**src/rtl/uart_rx16.sv**
```systemverilog
// 8-bit UART receiver (8N1, LSB first) sampling on a 16x baud strobe, feeding a FWFT receive FIFO.
// Define UART_RX_PARITY_EN to add an even-parity bit between the data bits and the stop bit.
module uart_rx16 #(
    parameter int FIFO_DEPTH = 16,
    parameter int FIFO_AW    = 4
) (
    input  logic       clk,
    input  logic       reset,
    input  logic       en_16_x_baud,
    input  logic       serial_in,
    input  logic       read_buffer,
    output logic [7:0] data_out,
    output logic       data_present,
    output logic       buffer_half_full,
    output logic       buffer_full,
    output logic       frame_error,
    output logic       overrun,
    output logic       parity_error
);

    localparam logic [2:0] IDLE      = 3'd0;
    localparam logic [2:0] START     = 3'd1;
    localparam logic [2:0] DATA      = 3'd2;
    localparam logic [2:0] STOP      = 3'd3;
    localparam logic [2:0] WAIT_HIGH = 3'd4;
`ifdef UART_RX_PARITY_EN
    localparam logic [2:0] PARITY    = 3'd5;
`endif

    localparam logic [FIFO_AW:0] FULL_CNT = (FIFO_AW+1)'(FIFO_DEPTH);
    localparam logic [FIFO_AW:0] HALF_CNT = (FIFO_AW+1)'(FIFO_DEPTH / 2);

`ifdef UART_RX_PARITY_EN
    // Even parity: data bits plus parity bit must XOR to zero.
    function automatic logic parity_bad(input logic [7:0] data, input logic par);
        return ^{data, par};
    endfunction
`endif

    logic [1:0]         sync_r;
    logic               rx_s;
    logic [2:0]         state_r, state_s;
    logic [3:0]         tick_cnt_r, tick_s;
    logic [2:0]         bit_cnt_r, bit_s;
    logic [7:0]         shift_r, shift_s;
    logic               par_bad_r, par_bad_s;
    logic               wr_req_s;
    logic               frame_err_s;
`ifdef UART_RX_PARITY_EN
    logic               par_err_s;
`endif

    logic [7:0]         mem [FIFO_DEPTH];
    logic [FIFO_AW-1:0] wr_ptr_r, rd_ptr_r;
    logic [FIFO_AW:0]   count_r;
    logic               rd_valid_s;
    logic               wr_ok_s;

    assign rx_s = sync_r[1];

    // Two-flop synchronizer for the asynchronous RX line, idling high.
    always_ff @(posedge clk or posedge reset) begin
        if (reset) begin
            sync_r <= 2'b11;
        end else begin
            sync_r <= {sync_r[0], serial_in};
        end
    end

    // Receive FSM next-state logic; everything holds between baud ticks.
    always_comb begin
        state_s     = state_r;
        tick_s      = tick_cnt_r;
        bit_s       = bit_cnt_r;
        shift_s     = shift_r;
        par_bad_s   = par_bad_r;
        wr_req_s    = 1'b0;
        frame_err_s = 1'b0;
`ifdef UART_RX_PARITY_EN
        par_err_s   = 1'b0;
`endif
        if (en_16_x_baud) begin
            case (state_r)
                IDLE: begin
                    if (!rx_s) begin
                        state_s = START;
                        tick_s  = 4'd0;
                    end else begin
                        state_s = IDLE;
                    end
                end
                START: begin
                    if (tick_cnt_r == 4'd7) begin
                        tick_s = 4'd0;
                        if (!rx_s) begin
                            state_s   = DATA;
                            bit_s     = 3'd0;
                            par_bad_s = 1'b0;
                        end else begin
                            state_s = IDLE;
                        end
                    end else begin
                        tick_s = tick_cnt_r + 4'd1;
                    end
                end
                DATA: begin
                    if (tick_cnt_r == 4'd15) begin
                        tick_s  = 4'd0;
                        shift_s = {rx_s, shift_r[7:1]};
                        if (bit_cnt_r == 3'd7) begin
`ifdef UART_RX_PARITY_EN
                            state_s = PARITY;
`else
                            state_s = STOP;
`endif
                        end else begin
                            bit_s = bit_cnt_r + 3'd1;
                        end
                    end else begin
                        tick_s = tick_cnt_r + 4'd1;
                    end
                end
`ifdef UART_RX_PARITY_EN
                PARITY: begin
                    if (tick_cnt_r == 4'd15) begin
                        tick_s  = 4'd0;
                        state_s = STOP;
                        if (parity_bad(shift_r, rx_s)) begin
                            par_err_s = 1'b1;
                            par_bad_s = 1'b1;
                        end else begin
                            par_bad_s = 1'b0;
                        end
                    end else begin
                        tick_s = tick_cnt_r + 4'd1;
                    end
                end
`endif
                STOP: begin
                    if (tick_cnt_r == 4'd15) begin
                        tick_s = 4'd0;
                        if (rx_s) begin
                            state_s = IDLE;
                            if (!par_bad_r) begin
                                wr_req_s = 1'b1;
                            end else begin
                                wr_req_s = 1'b0;
                            end
                        end else begin
                            frame_err_s = 1'b1;
                            state_s     = WAIT_HIGH;
                        end
                    end else begin
                        tick_s = tick_cnt_r + 4'd1;
                    end
                end
                WAIT_HIGH: begin
                    if (rx_s) begin
                        state_s = IDLE;
                    end else begin
                        state_s = WAIT_HIGH;
                    end
                end
                default: begin
                    state_s = IDLE;
                    tick_s  = 4'd0;
                end
            endcase
        end else begin
            state_s = state_r;
        end
    end

    // Receive FSM state and error pulse registers.
    always_ff @(posedge clk or posedge reset) begin
        if (reset) begin
            state_r     <= IDLE;
            tick_cnt_r  <= 4'd0;
            bit_cnt_r   <= 3'd0;
            shift_r     <= 8'h00;
            par_bad_r   <= 1'b0;
            frame_error <= 1'b0;
        end else begin
            state_r     <= state_s;
            tick_cnt_r  <= tick_s;
            bit_cnt_r   <= bit_s;
            shift_r     <= shift_s;
            par_bad_r   <= par_bad_s;
            frame_error <= frame_err_s;
        end
    end

`ifdef UART_RX_PARITY_EN
    // Parity error pulse register.
    always_ff @(posedge clk or posedge reset) begin
        if (reset) begin
            parity_error <= 1'b0;
        end else begin
            parity_error <= par_err_s;
        end
    end
`else
    assign parity_error = 1'b0;
`endif

    // A full FIFO still accepts a byte when the head is popped on the same clock.
    assign data_present     = (count_r != {(FIFO_AW+1){1'b0}});
    assign buffer_half_full = (count_r >= HALF_CNT);
    assign buffer_full      = (count_r == FULL_CNT);
    assign rd_valid_s       = read_buffer && data_present;
    assign wr_ok_s          = wr_req_s && ((count_r != FULL_CNT) || rd_valid_s);
    assign data_out         = data_present ? mem[rd_ptr_r] : 8'h00;

    // FIFO storage; contents intentionally survive reset.
    always_ff @(posedge clk) begin
        if (wr_ok_s) begin
            mem[wr_ptr_r] <= shift_r;
        end
    end

    // FIFO pointers, occupancy and overrun pulse.
    always_ff @(posedge clk or posedge reset) begin
        if (reset) begin
            wr_ptr_r <= {FIFO_AW{1'b0}};
            rd_ptr_r <= {FIFO_AW{1'b0}};
            count_r  <= {(FIFO_AW+1){1'b0}};
            overrun  <= 1'b0;
        end else begin
            overrun <= wr_req_s && !wr_ok_s;
            if (wr_ok_s) begin
                wr_ptr_r <= wr_ptr_r + {{(FIFO_AW-1){1'b0}}, 1'b1};
            end
            if (rd_valid_s) begin
                rd_ptr_r <= rd_ptr_r + {{(FIFO_AW-1){1'b0}}, 1'b1};
            end
            case ({wr_ok_s, rd_valid_s})
                2'b10:   count_r <= count_r + {{FIFO_AW{1'b0}}, 1'b1};
                2'b01:   count_r <= count_r - {{FIFO_AW{1'b0}}, 1'b1};
                default: count_r <= count_r;
            endcase
        end
    end

endmodule

```
**config.mk**
```make
export PLATFORM = sky130hd
export DESIGN_NAME = uart_rx16
export DESIGN_NICKNAME = d
export VERILOG_FILES = /design/src/rtl/uart_rx16.sv
export SDC_FILE = /design/constraint.sdc
export NUM_CORES = 1
export LEC_CHECK = 0
export CORE_MARGIN = 8
export CORE_UTILIZATION = 60
export CTS_CLUSTER_SIZE = 10
export DETAILED_ROUTE_END_ITERATION = 10
export HOLD_SLACK_MARGIN = 0.02
export PLACE_DENSITY_LB_ADDON = 0.25
export SLEW_MARGIN = 40
export SYNTH_ARGS = -nofsm -noshare
export SYNTH_HDL_FRONTEND = slang
export SYNTH_SLANG_ARGS = --single-unit
```
**constraint.sdc**
```tcl
create_clock -name clk -period 3.92 [get_ports clk]
set_clock_uncertainty 0.1 [all_clocks]
set_input_delay 0.784 -clock clk [delete_from_list [all_inputs] [get_ports clk]]
set_output_delay 0.784 -clock clk [all_outputs]
set_load 0.01 [all_outputs]
```
# Word-level counts from Yosys, hierarchy flattened
# Memories as Yosys holds them, arrays and structs flattened.
# Cells that the tools add are included.
[classes]
order_cmp = 1
muxes = 29
n_eq_ne = 18
addsub = 6
n_reduce_logical = 14
bitwise = 1
[op_table]
columns = ["op", "n"]
rows = [
  ["2-to-1 mux 3 bit", 9],
  ["case mux 4 bit (4 select lines)", 1],
  ["case mux 3 bit (5 select lines)", 1],
  ["!= test 2 bit, second input constant", 7],
  ["adder 4 x 1 -> 4 bit, second input constant", 3],
  ["2-to-1 mux 4 bit", 3],
  ["2-to-1 mux 1 bit", 11],
  ["case mux 5 bit (2 select lines)", 1],
  ["2-to-1 mux 8 bit", 1],
  ["== test 3 x 2 -> 1 bit, second input constant", 2],
  ["== test 3 bit, second input constant", 2],
  ["case mux 3 bit (2 select lines)", 1],
  ["AND reduction 3 bit", 2],
  ["AND reduction 6 bit", 1],
  ["adder 5 x 1 -> 5 bit, second input constant", 1],
  ["== test 5 bit, second input constant", 1],
  [">= comparator 5 x 4 -> 1 bit, second input constant", 1],
  ["!= test 5 bit, second input constant", 1],
  ["AND reduction 5 bit", 1],
  ["nonzero test 5 bit", 1],
  ["subtractor 5 x 1 -> 5 bit, second input constant", 1],
  ["== test 4 x 3 -> 1 bit, second input constant", 1],
  ["== test 4 bit, second input constant", 1],
  ["nonzero test 2 bit", 2],
  ["other kinds (11)", 13],
]
[totals]
mem_count = 1
ram_bits = 128
register_bits = 35
output_inout_bits = 14
[memory_table]
columns = ["memory", "depth", "word_bits", "read_ports", "rd_clocked_by_memory_dff", "write_ports", "line_no", "text"]
rows = [
  ["mem", 16, 8, 1, 0, 1, "53", "logic [7:0] mem [FIFO_DEPTH];"],
]

# Logic depth before layout (Yosys ltp)
[logic_depth]
ltp_word = 7
mapped_depth = 11

# Least setup slack after synthesis
# OpenSTA, ideal clock, no wires.
[synth_path]
kind = "input-to-reg"
start = "in en_16_x_baud"
end = "mem mem[0][0], enable pin"
setup_slack_ns = 1.078
setup_time_ns = 0.395
arrival_ns = 2.348
path_buffers = 1
path_stages = 5
cell_sequence = "buf_2 nand3_1 nor3_1 o21ai_2 nor4_1"
[synth_between]
elab_chain_cells = 4
[synth_lines]
columns = ["item", "line_no", "text"]
rows = [
  ["start: declaration", "9", "input logic en_16_x_baud,"],
  ["2-to-1 mux 1 bit", "82", "if (en_16_x_baud) begin"],
  ["logical AND 1 bit", "211", "assign wr_ok_s = wr_req_s && ((count_r != FULL_CNT) || rd_valid_s);"],
  ["2-to-1 mux 1 bit", "216", "if (wr_ok_s) begin"],
  ["2-to-1 mux 1 bit (implied by the code)", "217", "mem[wr_ptr_r] <= shift_r;"],
  ["end: declaration", "53", ""],
]
# Every way passes these cells.

# Worst setup path in the final report
[layout_path]
start = "reg count_r[0]"
end = "out data_out[4]"
[layout_between]
elab_chain_cells = 2
[layout_lines]
columns = ["item", "line_no", "text"]
rows = [
  ["start: declaration", "55", "logic [FIFO_AW:0] count_r;"],
  ["start signal: assignment", "226", "count_r <= {(FIFO_AW+1){1'b0}};"],
  ["start signal: assignment", "237", "2'b10: count_r <= count_r + {{FIFO_AW{1'b0}}, 1'b1};"],
  ["start signal: assignment", "238", "2'b01: count_r <= count_r - {{FIFO_AW{1'b0}}, 1'b1};"],
  ["nonzero test 5 bit", "207", "assign data_present = (count_r != {(FIFO_AW+1){1'b0}});"],
  ["2-to-1 mux 8 bit", "212", "assign data_out = data_present ? mem[rd_ptr_r] : 8'h00;"],
  ["end: declaration", "12", "output logic [7:0] data_out,"],
]
# Every way passes these cells.

==> impl_metrics.json <==
{
  "dr.pass1.iters": 4,
  "cp_max_fo": 8,
  "final-setup-viol-count": 0,
  "synth_top_cell_area_share_pct": 55.8,
  "syn_avg_cell_area_sq_um": 17.1,
  "gp_congestion": 0.919,
  "grt_max_degree": 36,
  "p_leak_nw": 2.82,
  "min_period_ns": 3.56,
  "synth_top_family_by_area": "multiplexers",
  "diodes": 0,
  "grtUsageTotal_pct": 18.8,
  "switching_share_pct": 28.7,
  "die_area_sq_um": 15200,
  "grt-busiest-layer": "met2",
  "routed_wl_microns": 12900,
  "syn_nets": 419,
  "cts_max_level": 4,
  "slew_headroom_pct": 52.8,
  "grt_pass1_wl_microns": 20900,
  "yosys.area.top_type": "edfxtp_1",
  "hold_viol_final": 0,
  "fin_nets": 443,
  "arrival_ns": 2.68,
  "use_met2_pct": 30.6,
  "synth_xor_area_share_pct": 1.52,
  "powerDensity_nw_per_um2": 596,
  "drv_cap": 0,
  "die_w_microns": 123,
  "synthSimpleGateAreaFrac_pct": 6.08,
  "wl_per_cell_microns": 22.2,
  "postSynth.asyncResetShare_pct": 21.5,
  "post_cts_buffers": 0,
  "yosysSeqAreaShare_pct": 68.5,
  "ys_seq_elements": 163,
  "synth.area.top_cells": "edfxtp_1 56%, dfrtp_1 12%, mux4_2 10%",
  "cts_buffers": 17,
  "die-height_microns": 123,
  "netSwitchingPower_w": 0.00133,
  "clock_path_buffers": 2,
  "combPwrFrac_pct": 22.6,
  "placed_area_sq_um": 7230,
  "clkTransAtPathRegs_ns": 0.06,
  "cts_hold_buf": 0,
  "grt-ovfl-total": 0,
  "yosys_warnings": 0,
  "tightest_slew_ns": 0.707,
  "synthFlopType": "edfxtp_1",
  "synthAdderAreaFrac_pct": 1.82,
  "portBuffers": 17,
  "startpoint_type": "flip-flop",
  "peakVddDrop_mv": 0.398,
  "clk_latency_ns": 0.42,
  "synth_cell_types": 55,
  "grt_pass1_vias": 3753,
  "clockRootBuffer": "clkbuf_16",
  "grt_use_met3_pct": 4.52,
  "grt_use_met1_pct": 24.4,
  "power_frac_seq_pct": 45.0,
  "syn_inst": 404,
  "period_share_pct": 90.8,
  "cts_resized": 0,
  "pin_count": 19,
  "post-route-cell-area_sq_um": 7770,
  "slew_viol_final": 0,
  "hpwl_microns": 8380,
  "fin_setup_tns_ns": 0,
  "dr.first_iter.drc_count": 330,
  "crit_type": "reg -> out",
  "intPower_w": 0.00330,
  "fin_util_pct": 68.6,
  "synth_compound_area_share_pct": 4.85,
  "rsz0062_at_grt": "no",
  "antenna_found_initial": 0,
  "vias_per_cell": 6.23,
  "outcome": "finished, final reports clean",
  "max_freq_ghz": 0.281,
  "drcViolationCount": 0,
  "area_growth_pct": 12.7,
  "num_rows": 39,
  "synth.area.mux_share_pct": 14.8,
  "ant_nets": 0,
  "worstSetupEndpointType": "output port",
  "drive_gt1_share_pct": 22.0,
  "synth_area_sq_um": 6890,
  "required_ns": 3.04,
  "cts_tree": "done",
  "coreArea_sq_um": 11300,
  "min-delay-path-class": "reg -> reg",
  "synth_edf_count": 128,
  "clockPowerShare_pct": 32.4,
  "initial_utilization_pct": 60.9,
  "cts_sinks": 163,
  "vias": 3637
}
stage by stage:
stage               hold WS [ns]  setup slack [ns]  instances  power (W)
floorplan                  0.245              1.08        404    0.00287
global placement           0.246             0.489        552    0.00313
detailed placement         0.250             0.375        552    0.00317
CTS                        0.259             0.347        584    0.00466
global route               0.261             0.178        584    0.00482
finish                     0.259             0.360        584    0.00463
worst paths after layout:
path,from,to,slack [ns],cells past startpoint
setup / recovery,count_r[0],data_out[4],0.36,5
hold / removal,sync_r[0],sync_r[1],0.26,0
setup reg to reg,tick_cnt_r[0],count_r[4],1.06,10
hold reg to reg,sync_r[0],sync_r[1],0.26,0
max in group asynchronous,reset,shift_r[3],2.54,3
min in group asynchronous,reset,frame_error,0.63,2
cell families after synthesis:
| kind of cell | Yosys count |
|---|---|
| other | 1 |
| muxes | 60 |
| AOI/OAI and AO/OA | 44 |
| xor gates and xnor gates | 12 |
| adders and majority gates | 10 |
| and+or+nand+nor | 77 |
| buffers and inverters | 37 |
| DFF | 163 |
critical path, stage by stage, from the launching register on:
cell             delay, ns
dfrtp_1               0.48
nor4_2                0.49
nand2b_1              0.26
nand2_1               0.32
o22ai_1               0.18
clkdlybuf4s50_1       0.52
synth_stat cells (5+ instances only):
cell type and number:
edfxtp_1 128, dfrtp_1 33, mux4_2 32, mux2i_1 18, nand2_1 18, nor2_1 15
clkbuf_1 13, inv_1 12, ha_1 10, xnor2_1 10, mux2_2 9, o22ai_1 9
and2_1 8, buf_2 7, nor4_1 7, o21ai_0 7, a21oi_1 5, nor3_1 5
cell usage in the layout (no fill, tap or decap), types with 11 or more instances in the layout:
cell type        instances
clkbuf_16               17
mux4_2                  32
edfxtp_1               128
clkdlybuf4s50_1         17
mux2i_1                 18
buf_4                   11
inv_1                   11
nor2_1                  15
dfrtp_1                 32
nand2_1                 18
power groups by stage:
stage / Clock (W) / Sequential, W / Combinational, W
2_1_floorplan: 0 / 0.00203 / 0.000843
5_1_grt: 0.00159 / 0.00210 / 0.00113
4_1_cts: 0.00152 / 0.00208 / 0.00106
6_report: 0.00150 / 0.00208 / 0.00104
3_5_place_dp: 0 / 0.00211 / 0.00106
3_3_place_gp: 0 / 0.00211 / 0.00102
area by class of cell:
type	count	area (sq um)
flip-flops and latches	163	4720
fillers	717	3550
multi-input cells	204	2000
clock buffers	17	425
repair buffers	29	273
well taps	143	179
clock inverters	15	116
inverters	13	48.8
flip-flops by register name, indices dropped and copies added, names as in the netlist:
register,flops
bit_cnt_r,3
sync_r,2
state_r,3
shift_r,8
frame_error,1
count_r,5
wr_ptr_r,4
tick_cnt_r,4
rd_ptr_r,4
mem,128
overrun,1
routing by layer:
layer / part of all wire [%] / up-vias
met5: 0 / -
met4: 1.6 / 0
met3: 4.6 / 20
met2: 50 / 95
met1: 43 / 1890
li1: - / 1632
(Power assumes the default switching activity.)
